`src/rtl/mem_path_arbiter.sv`:
```
// mem_path_arbiter: sequences the shared memory read/write path for the 16-bit CPU.
// Two requesters share the path: instruction fetch (IF) and execute-stage data access (EX).
// Per transaction it drives the memory port, the MBR capture strobe and the BR load strobe
// (control word bit 12), and pulses the owner's done signal for one cycle.
// Optional build macro ARB_FIXED_PRIO_EN: when defined, EX always wins a simultaneous
// request. When undefined (default), simultaneous requests are granted round-robin.
module mem_path_arbiter #(
    parameter int unsigned ADDR_W  = 8,
    parameter int unsigned DATA_W  = 16,
    parameter int unsigned MEM_LAT = 2
) (
    input  logic              clk,
    input  logic              rst,
    input  logic              if_req,
    input  logic [ADDR_W-1:0] if_addr,
    output logic              if_done,
    input  logic              ex_req,
    input  logic              ex_we,
    input  logic [ADDR_W-1:0] ex_addr,
    input  logic [DATA_W-1:0] ex_wdata,
    output logic              ex_done,
    output logic [DATA_W-1:0] rdata,
    output logic              mem_en,
    output logic              mem_we,
    output logic [ADDR_W-1:0] mem_addr,
    output logic [DATA_W-1:0] mem_wdata,
    input  logic [DATA_W-1:0] mem_rdata,
    output logic              mbr_load,
    output logic              br_load,
    output logic              busy
);

    localparam int unsigned CNT_W    = 4;
    localparam int unsigned LAT_LOAD = (MEM_LAT == 0) ? 0 : MEM_LAT - 1;

    typedef enum logic [2:0] {
        S_IDLE = 3'd0,
        S_ADDR = 3'd1,
        S_WAIT = 3'd2,
        S_CAP  = 3'd3,
        S_BRLD = 3'd4,
        S_DONE = 3'd5
    } state_t;

    state_t             state_q;
    state_t             state_d;
    logic               owner_ex_q;
    logic               we_q;
    logic [CNT_W-1:0]   cnt_q;
`ifndef ARB_FIXED_PRIO_EN
    logic               last_ex_q;
`endif

    logic               any_req;
    logic               grant_ex;
    logic               grant_now;
    logic               owner_ex_d;
    logic               we_d;
    logic [CNT_W-1:0]   cnt_d;
    logic               mem_en_d;
    logic               mem_we_d;
    logic               mbr_load_d;
    logic               br_load_d;
    logic               busy_d;
    logic               if_done_d;
    logic               ex_done_d;
    logic [ADDR_W-1:0]  mem_addr_d;
    logic [DATA_W-1:0]  mem_wdata_d;
    logic [DATA_W-1:0]  rdata_d;

    // State register plus registered outputs and transaction context
    always_ff @(posedge clk or posedge rst) begin
        if (rst) begin
            state_q    <= S_IDLE;
            owner_ex_q <= 1'b0;
            we_q       <= 1'b0;
            cnt_q      <= '0;
`ifndef ARB_FIXED_PRIO_EN
            last_ex_q  <= 1'b1;
`endif
            mem_en     <= 1'b0;
            mem_we     <= 1'b0;
            mbr_load   <= 1'b0;
            br_load    <= 1'b0;
            busy       <= 1'b0;
            if_done    <= 1'b0;
            ex_done    <= 1'b0;
            mem_addr   <= '0;
            mem_wdata  <= '0;
            rdata      <= '0;
        end else begin
            state_q    <= state_d;
            owner_ex_q <= owner_ex_d;
            we_q       <= we_d;
            cnt_q      <= cnt_d;
`ifndef ARB_FIXED_PRIO_EN
            if (grant_now) begin
                last_ex_q <= grant_ex;
            end
`endif
            mem_en     <= mem_en_d;
            mem_we     <= mem_we_d;
            mbr_load   <= mbr_load_d;
            br_load    <= br_load_d;
            busy       <= busy_d;
            if_done    <= if_done_d;
            ex_done    <= ex_done_d;
            mem_addr   <= mem_addr_d;
            mem_wdata  <= mem_wdata_d;
            rdata      <= rdata_d;
        end
    end

    // Arbitration and next-state selection
    always_comb begin
        any_req = if_req | ex_req;
`ifdef ARB_FIXED_PRIO_EN
        grant_ex = ex_req;
`else
        grant_ex = ex_req & (~if_req | ~last_ex_q);
`endif
        state_d = state_q;
        case (state_q)
            S_IDLE: begin
                if (any_req) begin
                    state_d = S_ADDR;
                end
            end
            S_ADDR: begin
                if (we_q) begin
                    state_d = S_DONE;
                end else if (MEM_LAT == 0) begin
                    state_d = S_CAP;
                end else begin
                    state_d = S_WAIT;
                end
            end
            S_WAIT: begin
                if (cnt_q == '0) begin
                    state_d = S_CAP;
                end
            end
            S_CAP:   state_d = owner_ex_q ? S_BRLD : S_DONE;
            S_BRLD:  state_d = S_DONE;
            S_DONE:  state_d = S_IDLE;
            default: state_d = S_IDLE;
        endcase
    end

    // Next values of the registered outputs, keyed on the state being entered
    always_comb begin
        grant_now   = (state_q == S_IDLE) && any_req;
        owner_ex_d  = grant_now ? grant_ex : owner_ex_q;
        we_d        = grant_now ? (grant_ex & ex_we) : we_q;

        cnt_d = cnt_q;
        if (state_q == S_ADDR) begin
            cnt_d = CNT_W'(LAT_LOAD);
        end else if ((state_q == S_WAIT) && (cnt_q != '0)) begin
            cnt_d = cnt_q - CNT_W'(1);
        end

        mem_en_d    = (state_d == S_ADDR) || (state_d == S_WAIT);
        mem_we_d    = (state_d == S_ADDR) && we_d;
        mbr_load_d  = (state_d == S_CAP);
        br_load_d   = (state_d == S_BRLD);
        busy_d      = (state_d != S_IDLE);
        if_done_d   = (state_d == S_DONE) && !owner_ex_d;
        ex_done_d   = (state_d == S_DONE) && owner_ex_d;

        mem_addr_d  = mem_addr;
        mem_wdata_d = mem_wdata;
        if (grant_now) begin
            mem_addr_d  = grant_ex ? ex_addr : if_addr;
            mem_wdata_d = grant_ex ? ex_wdata : '0;
        end

        rdata_d = (state_q == S_CAP) ? mem_rdata : rdata;
    end

endmodule
```
`config.mk`:
```
export PLATFORM = sky130hd
export DESIGN_NAME = mem_path_arbiter
export DESIGN_NICKNAME = d
export VERILOG_FILES = /design/src/rtl/mem_path_arbiter.sv
export SDC_FILE = /design/constraint.sdc
export NUM_CORES = 1
export LEC_CHECK = 0
export BUFFER_PORTS_ARGS = -buffer_cell sky130_fd_sc_hd__buf_2
export CORE_UTILIZATION = 43
export CTS_CLUSTER_DIAMETER = 30
export DETAILED_ROUTE_END_ITERATION = 6
export HOLD_SLACK_MARGIN = 0.06
export PLACE_DENSITY = 0.75
export SLEW_MARGIN = 10
export SYNTH_ARGS = -nofsm -noshare
export SYNTH_HDL_FRONTEND = slang
export SYNTH_SLANG_ARGS = --single-unit
```
`constraint.sdc`:
```
create_clock -name clk -period 1.4 [get_ports clk]
set_input_delay 0.07 -clock clk [delete_from_list [all_inputs] [get_ports clk]]
set_output_delay 0.07 -clock clk [all_outputs]
set_load 0.03 [all_outputs]
```
==> run_results.csv, run 1 <==
group,metric,value,unit
timing,holdWs,0.1706,ns
clock_network,cts.path.max_buffers,2,
global_routing,first_global_vias,2288,
floorplanning,chipWidth,78.08,um
clock_network,cts_tree,"yes",
routing,ant_nets,0,
final_layout,final_cell_area,3925,um^2
final_layout,final_layout_size_suffix_gt1_frac,0.4531,
final_layout,final_common_cell,"buf_2",
yosys,synth_area,2489,um^2
timing,skew,0.007634,ns
critical_path,start_kind,"register",
critical_path,end_kind,"register",
job,maxCapViolCount,0,
timing,layout_min_cycle_time,1.395,ns
final_layout,final_cell_mix,"buf_2, dfrtp_1, dlygate4sd3_1",
timing,setup_viol_count_final,0,
timing,max_freq,717.1,MHz
global_routing,antenna_found_initial,0,
critical_path,critPathSlowestCell,"or3b_4",
global_routing,grtUsageMet1,0.2543,
yosys,synth.distinct_cells,38,
routing,wire_per_inst,13.90,um
final_layout,ff_latch_area,1428,um^2
placement,place_area,3118,um^2
routing,drt_iter0_drc,60,
global_routing,use_met3,0.06977,
critical_path,crit_chain,"buf_4 -> or3b_4 -> o21ai_1 -> and3_1",
critical_path,crit_fanout,10,
timing,hold_viol_final,0,
final_layout,fillers,375,
clock_network,cts_sinks,57,
floorplanning,dieArea,6096,um^2
yosys,async_flop_share,1.000,
routing,routed-via-count,2260,
final_layout,fin_nets,435,
yosys,synth_cells,216,
final_layout,n_antenna_cell,0,
final_layout,multi_input_area,1041,um^2
placement,dp.cells,384,
final_layout,area_delta_synth_final,57.72,%
power_and_ir_drop,ir_drop,1.516,mV
yosys,synth_ff_type,"dfrtp_1",
critical_path,critical_path_class,"register to register",
clock_network,cts_buffers,9,
power_and_ir_drop,p_leak,1.939,nW
min_path,hp-class,"primary input to register",
outcome,outcome,"finished clean",
routing,vias_per_cell,4.956,
yosys,synth_edf_count,0,
yosys,ys_seq_elements,57,
floorplanning,ios,100,
timing,drv_slew,0,
timing,rsz0062_at_grt,"yes",
floorplanning,start_util,0.4492,
yosys,synth.avg_cell_area,11.52,um^2
global_routing,grt_usage,0.2203,
yosys,syn_nets,271,
power_and_ir_drop,fin_total_pwr,0.008787,W
floorplanning,std_cell_rows,27,
critical_path,cp_data_required_time,1.67,ns
routing,drc,0,
placement,hpwl,3678,um
placement,place.port_buffers,99,
clock_network,cts-root-buf,"clkbuf_8",
floorplanning,fp.coreArea,5540,um^2
global_routing,gr-total-overflow,0,
final_layout,stdcell_count,456,
clock_network,clk_latency,0.34,ns
timing,tightest_slew,0.3435,ns
routing,routed_wl,6338,um
global_routing,grt_max_degree,58,
power_and_ir_drop,power_density,2239,nW/um^2
global_routing,top_usage_layer,"met2",
yosys,yosysWarnings,0,
global_routing,use_met2,0.3684,
critical_path,slowest_delay,0.41,ns
global_routing,grt_pass1_wl,10180,um
floorplanning,die_y,78.08,um
clock_network,cts_max_level,3,
critical_path,cp_data_arrival_time,1.66,ns
routing,dr.pass1.iters,4,
timing,fin_tns_setup,0,ns
timing,slew_headroom,0.7708,
clock_network,clk_pin_slew,0.06,ns
placement,place.gp.congestion,0.7191,
yosys,seq_area_frac_synth,0.5737,
timing,finalCritPeriodShare,0.9961,
## area by class of cell
type | instances | share of cell area
multi-input combinational | 140 | 0.2652
sequential | 57 | 0.3637
timing repair buffer | 167 | 0.3009
tap | 72 | 0.02295
clock inverter | 3 | 0.004463
clock buffer | 12 | 0.03698
inverter | 5 | 0.005738
## cells in the mapped netlist (all sizes together) (3+ instances only)
cell	n	share of area
clkbuf	3	0.0055
inv	5	0.0075
nor3b	3	0.011
mux2i	10	0.040
nor3	3	0.011
nand2	24	0.036
dfrtp	56	0.56
and3	3	0.0075
buf	11	0.036
nand3	3	0.0060
mux2	17	0.077
o21ai	52	0.10
or3b	3	0.011
## path summary, 6_finish.rpt
check                           slack (ns)          end         from  cells past startpoint
worst max-delay path                 0.005     cnt_q[1]   state_q[2]                      4
min in group asynchronous             0.35     rdata[2]          rst                      4
worst min-delay path                  0.17   owner_ex_q       if_req                      4
max in group asynchronous             0.75    last_ex_q          rst                      4
worst max register to register       0.005     cnt_q[1]   state_q[2]                      4
worst min register to register        0.49  mem_addr[5]  mem_addr[5]                      2
## where the power goes
| part | switching [W] | total, W | leakage, nW | internal, W |
|---|---|---|---|---|
| sequential | 0.000410 | 0.00283 | 0.711 | 0.00242 |
| clock | 0.000598 | 0.00127 | 0.0822 | 0.000674 |
| combinational | 0.00286 | 0.00468 | 1.15 | 0.00182 |
## routing by layer
metal  part of all wire  vias to the layer above
met3              0.072                        9
li1                   -                     1086
met1               0.41                     1063
met2               0.50                      102
met5                  0                        -
met4              0.015                        0
## registers in the layout (all words and copies together) (netlist names)
register,cells
last_ex_q,1
rdata,16
mem_we,1
if_done,1
busy,1
we_q,1
br_load,1
owner_ex_q,1
cnt_q,4
mem_en,1
mem_wdata,16
ex_done,1
mem_addr,8
mbr_load,1
state_q,3
## worst max-delay path, delay by kind of cell, from the launching register on
kind / cells / cell delay (ns)
simple gates: 2 / 0.58
flops: 1 / 0.40
buf+inv: 1 / 0.19
compound gates: 1 / 0.15
## metrics by stage
| stage | util | setup WS [ns] |
|---|---|---|
| 2_1_floorplan | - | 0.02939 |
| 3_3_place_gp | 0.5628 | 0.02904 |
| 3_5_place_dp | 0.5628 | -0.05850 |
| 4_1_cts | 0.6879 | 0.002266 |
| 5_1_grt | 0.7084 | -0.05026 |
| 6_report | 0.7084 | 0.005443 |
## repair_timing
action                                  CTS  global route
setup buffers                             1             6
hold endpoints to repair                 97             0
endpoints found under the setup margin    8            45
gates resized for setup                   6            24
hold buffers                             50             0
pin swaps                                 0             5
## kinds of logic after synthesis
family / share of synthesized area
AO/OA/AOI/OAI: 0.1403
flip-flops: 0.5737
AND/OR/NAND/NOR: 0.1101
multiplexers: 0.1171
buffers and inverters: 0.04877
adder cells (fa/ha/maj): 0.01005
Note: power is estimated with default switching activity, not from simulation.
==> run 2: changes to the inputs <==
Settings changed: ABC_AREA set to 1, PLACE_DENSITY 0.75 to 0.76.
==> run 2 against run 1 <==
Compared with the run above:
- maximum frequency rose by 2.7%
- clock power rose by 31%
- sequential cell count did not move
- worst setup slack improved by 0.036 ns
- count of clock-buffer cells in the layout fell by 1
- sequential share of layout area rose by 1.1 points
- power rose by 1.2%
- combinational power fell by 7.1%
- critical path depth rose by 2
- routed wire length rose by 6.4%
==> run_results.csv, run 2 <==
group,metric,value,unit
critical_path,cp_data_required_time,1.65,ns
clock_network,cts_max_level,3,
clock_network,cts-root-buf,"clkbuf_8",
yosys,synth.avg_cell_area,9.076,um^2
global_routing,gr-total-overflow,0,
global_routing,grt_pass1_wl,11150,um
placement,place.port_buffers,99,
timing,max_freq,736.1,MHz
critical_path,slowest_delay,0.46,ns
yosys,seq_area_frac_synth,0.5958,
power_and_ir_drop,power_density,2331,nW/um^2
critical_path,r2r_slack,0.04,ns
min_path,hp-class,"primary input to register",
floorplanning,ios,100,
critical_path,start_kind,"register",
floorplanning,start_util,0.4575,
timing,skew,0.006948,ns
critical_path,end_kind,"register",
job,maxCapViolCount,0,
placement,place.gp.congestion,0.7859,
yosys,synth_most_common_cell,"nand2_1",
clock_network,cts_sinks,57,
final_layout,final_cell_area,3814,um^2
yosys,yosysWarnings,0,
routing,dr.pass1.iters,6,
routing,drc,0,
timing,layout_min_cycle_time,1.358,ns
final_layout,area_delta_synth_final,59.16,%
yosys,synth.distinct_cells,26,
timing,fin_tns_setup,0,ns
floorplanning,die_y,76.65,um
timing,setup_viol_count_final,0,
timing,tightest_slew,0.5094,ns
yosys,synth_edf_count,0,
clock_network,cts_buffers,9,
routing,drt_iter0_drc,142,
final_layout,stdcell_count,502,
global_routing,antenna_found_initial,0,
critical_path,critical_path_class,"register to register",
timing,hold_viol_final,0,
critical_path,r2r-end,"mem_addr[3]",
critical_path,r2r_cells,6,
clock_network,cts.path.max_buffers,2,
min_path,worstHoldPathCells,5,
placement,hpwl,3888,um
placement,dp.cells,433,
yosys,ys_seq_elements,57,
timing,drv_slew,0,
yosys,synth_area,2396,um^2
critical_path,critPathTopFamily,"flip-flops",
power_and_ir_drop,fin_total_pwr,0.008891,W
power_and_ir_drop,p_leak,2.075,nW
critical_path,crit_fanout,21,
min_path,min_to,"last_ex_q",
yosys,synth_ff_type,"dfrtp_1",
routing,wire_per_inst,13.44,um
final_layout,n_antenna_cell,0,
yosys,synth_top_area_frac,0.5849,
yosys,yosysTopAreaCell,"dfrtp_1",
routing,ant_nets,0,
min_path,min_from,"ex_req",
yosys,synth_cells,264,
final_layout,fin_util,0.7281,
clock_network,clk_pin_slew,0.06,ns
floorplanning,dieArea,5874,um^2
placement,place_area,3035,um^2
yosys,synth.area.top_cells,"dfrtp_1, nand2_1, nand3_1, nor2_1, o21ai_0",
floorplanning,fp.coreArea,5238,um^2
routing,routed-via-count,2439,
global_routing,grt_usage,0.2471,
floorplanning,std_cell_rows,26,
final_layout,biggestRegsByFlops,"mem_wdata x16, rdata x16, mem_addr x8",
yosys,syn_nets,319,
final_layout,ff_latch_area,1429,um^2
timing,rsz0062_at_grt,"yes",
floorplanning,chipWidth,76.65,um
routing,routed_wl,6745,um
critical_path,crit_chain,"nor2_4 -> nand2_2 -> nor2_8 -> buf_12 -> o21ai_0 -> o21ai_1",
outcome,outcome,"finished clean",
critical_path,worst-path-buf-inv,1,
critical_path,r2r-start,"state_q[0]",
global_routing,first_global_vias,2458,
clock_network,clk_latency,0.33,ns
yosys,synth_common_cells,"nand2_1, dfrtp_1, nand3_1, nor2_1, inv_1",
final_layout,final_layout_size_suffix_gt1_frac,0.3611,
final_layout,final_cell_mix,"buf_2, nand2_1, dfrtp_1",
timing,finalCritPeriodShare,0.9703,
timing,slew_headroom,0.6597,
final_layout,multi_input_area,872.1,um^2
final_layout,fin_nets,484,
clock_network,cts_tree,"yes",
power_and_ir_drop,ir_drop,1.244,mV
global_routing,grt_max_degree,27,
routing,vias_per_cell,4.859,
yosys,async_flop_share,1.000,
final_layout,fillers,379,
critical_path,cp_data_arrival_time,1.61,ns
critical_path,critPathSlowestCell,"dfrtp_2",
final_layout,final_common_cell,"buf_2",
-- run 2: cell count changes in the layout (fill, tap and decap cells not counted), sizes merged, moves of 14 or more --
cell	previous run	this run
nand2	24	105
nand3	3	23
o21ai	52	22
inv	4	18
mux2	17	0
nor2	2	20
-- run 2: stage by stage --
stage          setup slack, ns  hold slack (ns)
6_report               0.04157           0.1633
5_1_grt               -0.08287           0.1753
4_1_cts               0.006998           0.1428
3_5_place_dp          -0.03048           0.1412
3_3_place_gp           0.01827           0.1297
2_1_floorplan           0.1226           0.1565
-- run 2: report_power, final --
group	switching, W	leakage [nW]	internal [W]
Sequential	0.000443	0.719	0.00242
Clock	0.000596	0.111	0.00108
Combinational	0.00295	1.24	0.00140
-- run 2: kinds of logic after synthesis --
| group | count (synthesis) | synth area share |
|---|---|---|
| and+or+nand+nor | 151 | 0.2799 |
| adders and majority gates | 2 | 0.01044 |
| AOI/OAI and AO/OA | 26 | 0.06162 |
| xor gates and xnor gates | 1 | 0.003656 |
| buffers and inverters | 27 | 0.04856 |
| DFF | 57 | 0.5958 |
-- run 2: final cells by class --
type | count | area share
clock buffers | 11 | 0.03970
clock inverters | 3 | 0.01706
repair buffers | 162 | 0.2966
flip-flops and latches | 57 | 0.3747
multi-input cells | 180 | 0.2287
well taps | 70 | 0.02297
inverters | 19 | 0.02034
-- run 2: worst min-delay path, stage by stage --
cell     delay [ns]
buf_2          0.12
nand2_2        0.07
inv_1          0.05
nand2_2        0.10
nand2_1        0.07
-- run 2: timing repair --
| action | CTS | global route |
|---|---|---|
| pin swaps | 1 | 2 |
| hold endpoints to repair | 61 | 0 |
| hold buffers | 50 | 0 |
| gates resized for setup | 1 | 8 |
| setup buffers | 1 | 4 |
| endpoints found under the setup margin | 10 | 15 |
-- run 2: worst max path at each step --
stage                          start     endpoint  slack (ns)  depth (start not counted)
after global placement    state_q[1]  mem_addr[3]        0.02                          6
after floorplan            last_ex_q  mem_addr[3]        0.12                          6
after detailed placement  state_q[0]      ex_done       -0.03                          8
after CTS                 state_q[1]  mem_addr[3]       0.007                          6
after global routing      state_q[0]  mem_addr[3]       -0.08                          6
final                     state_q[0]  mem_addr[3]        0.04                          6
-- run 2: layer usage --
layer / up-vias / part of all wire / global-route usage
met5: - / 0 / 0
met4: 0 / 0.031 / 0.1365
met3: 22 / 0.040 / 0.04910
met2: 83 / 0.52 / 0.4225
met1: 1171 / 0.41 / 0.2907
li1: 1163 / - / -
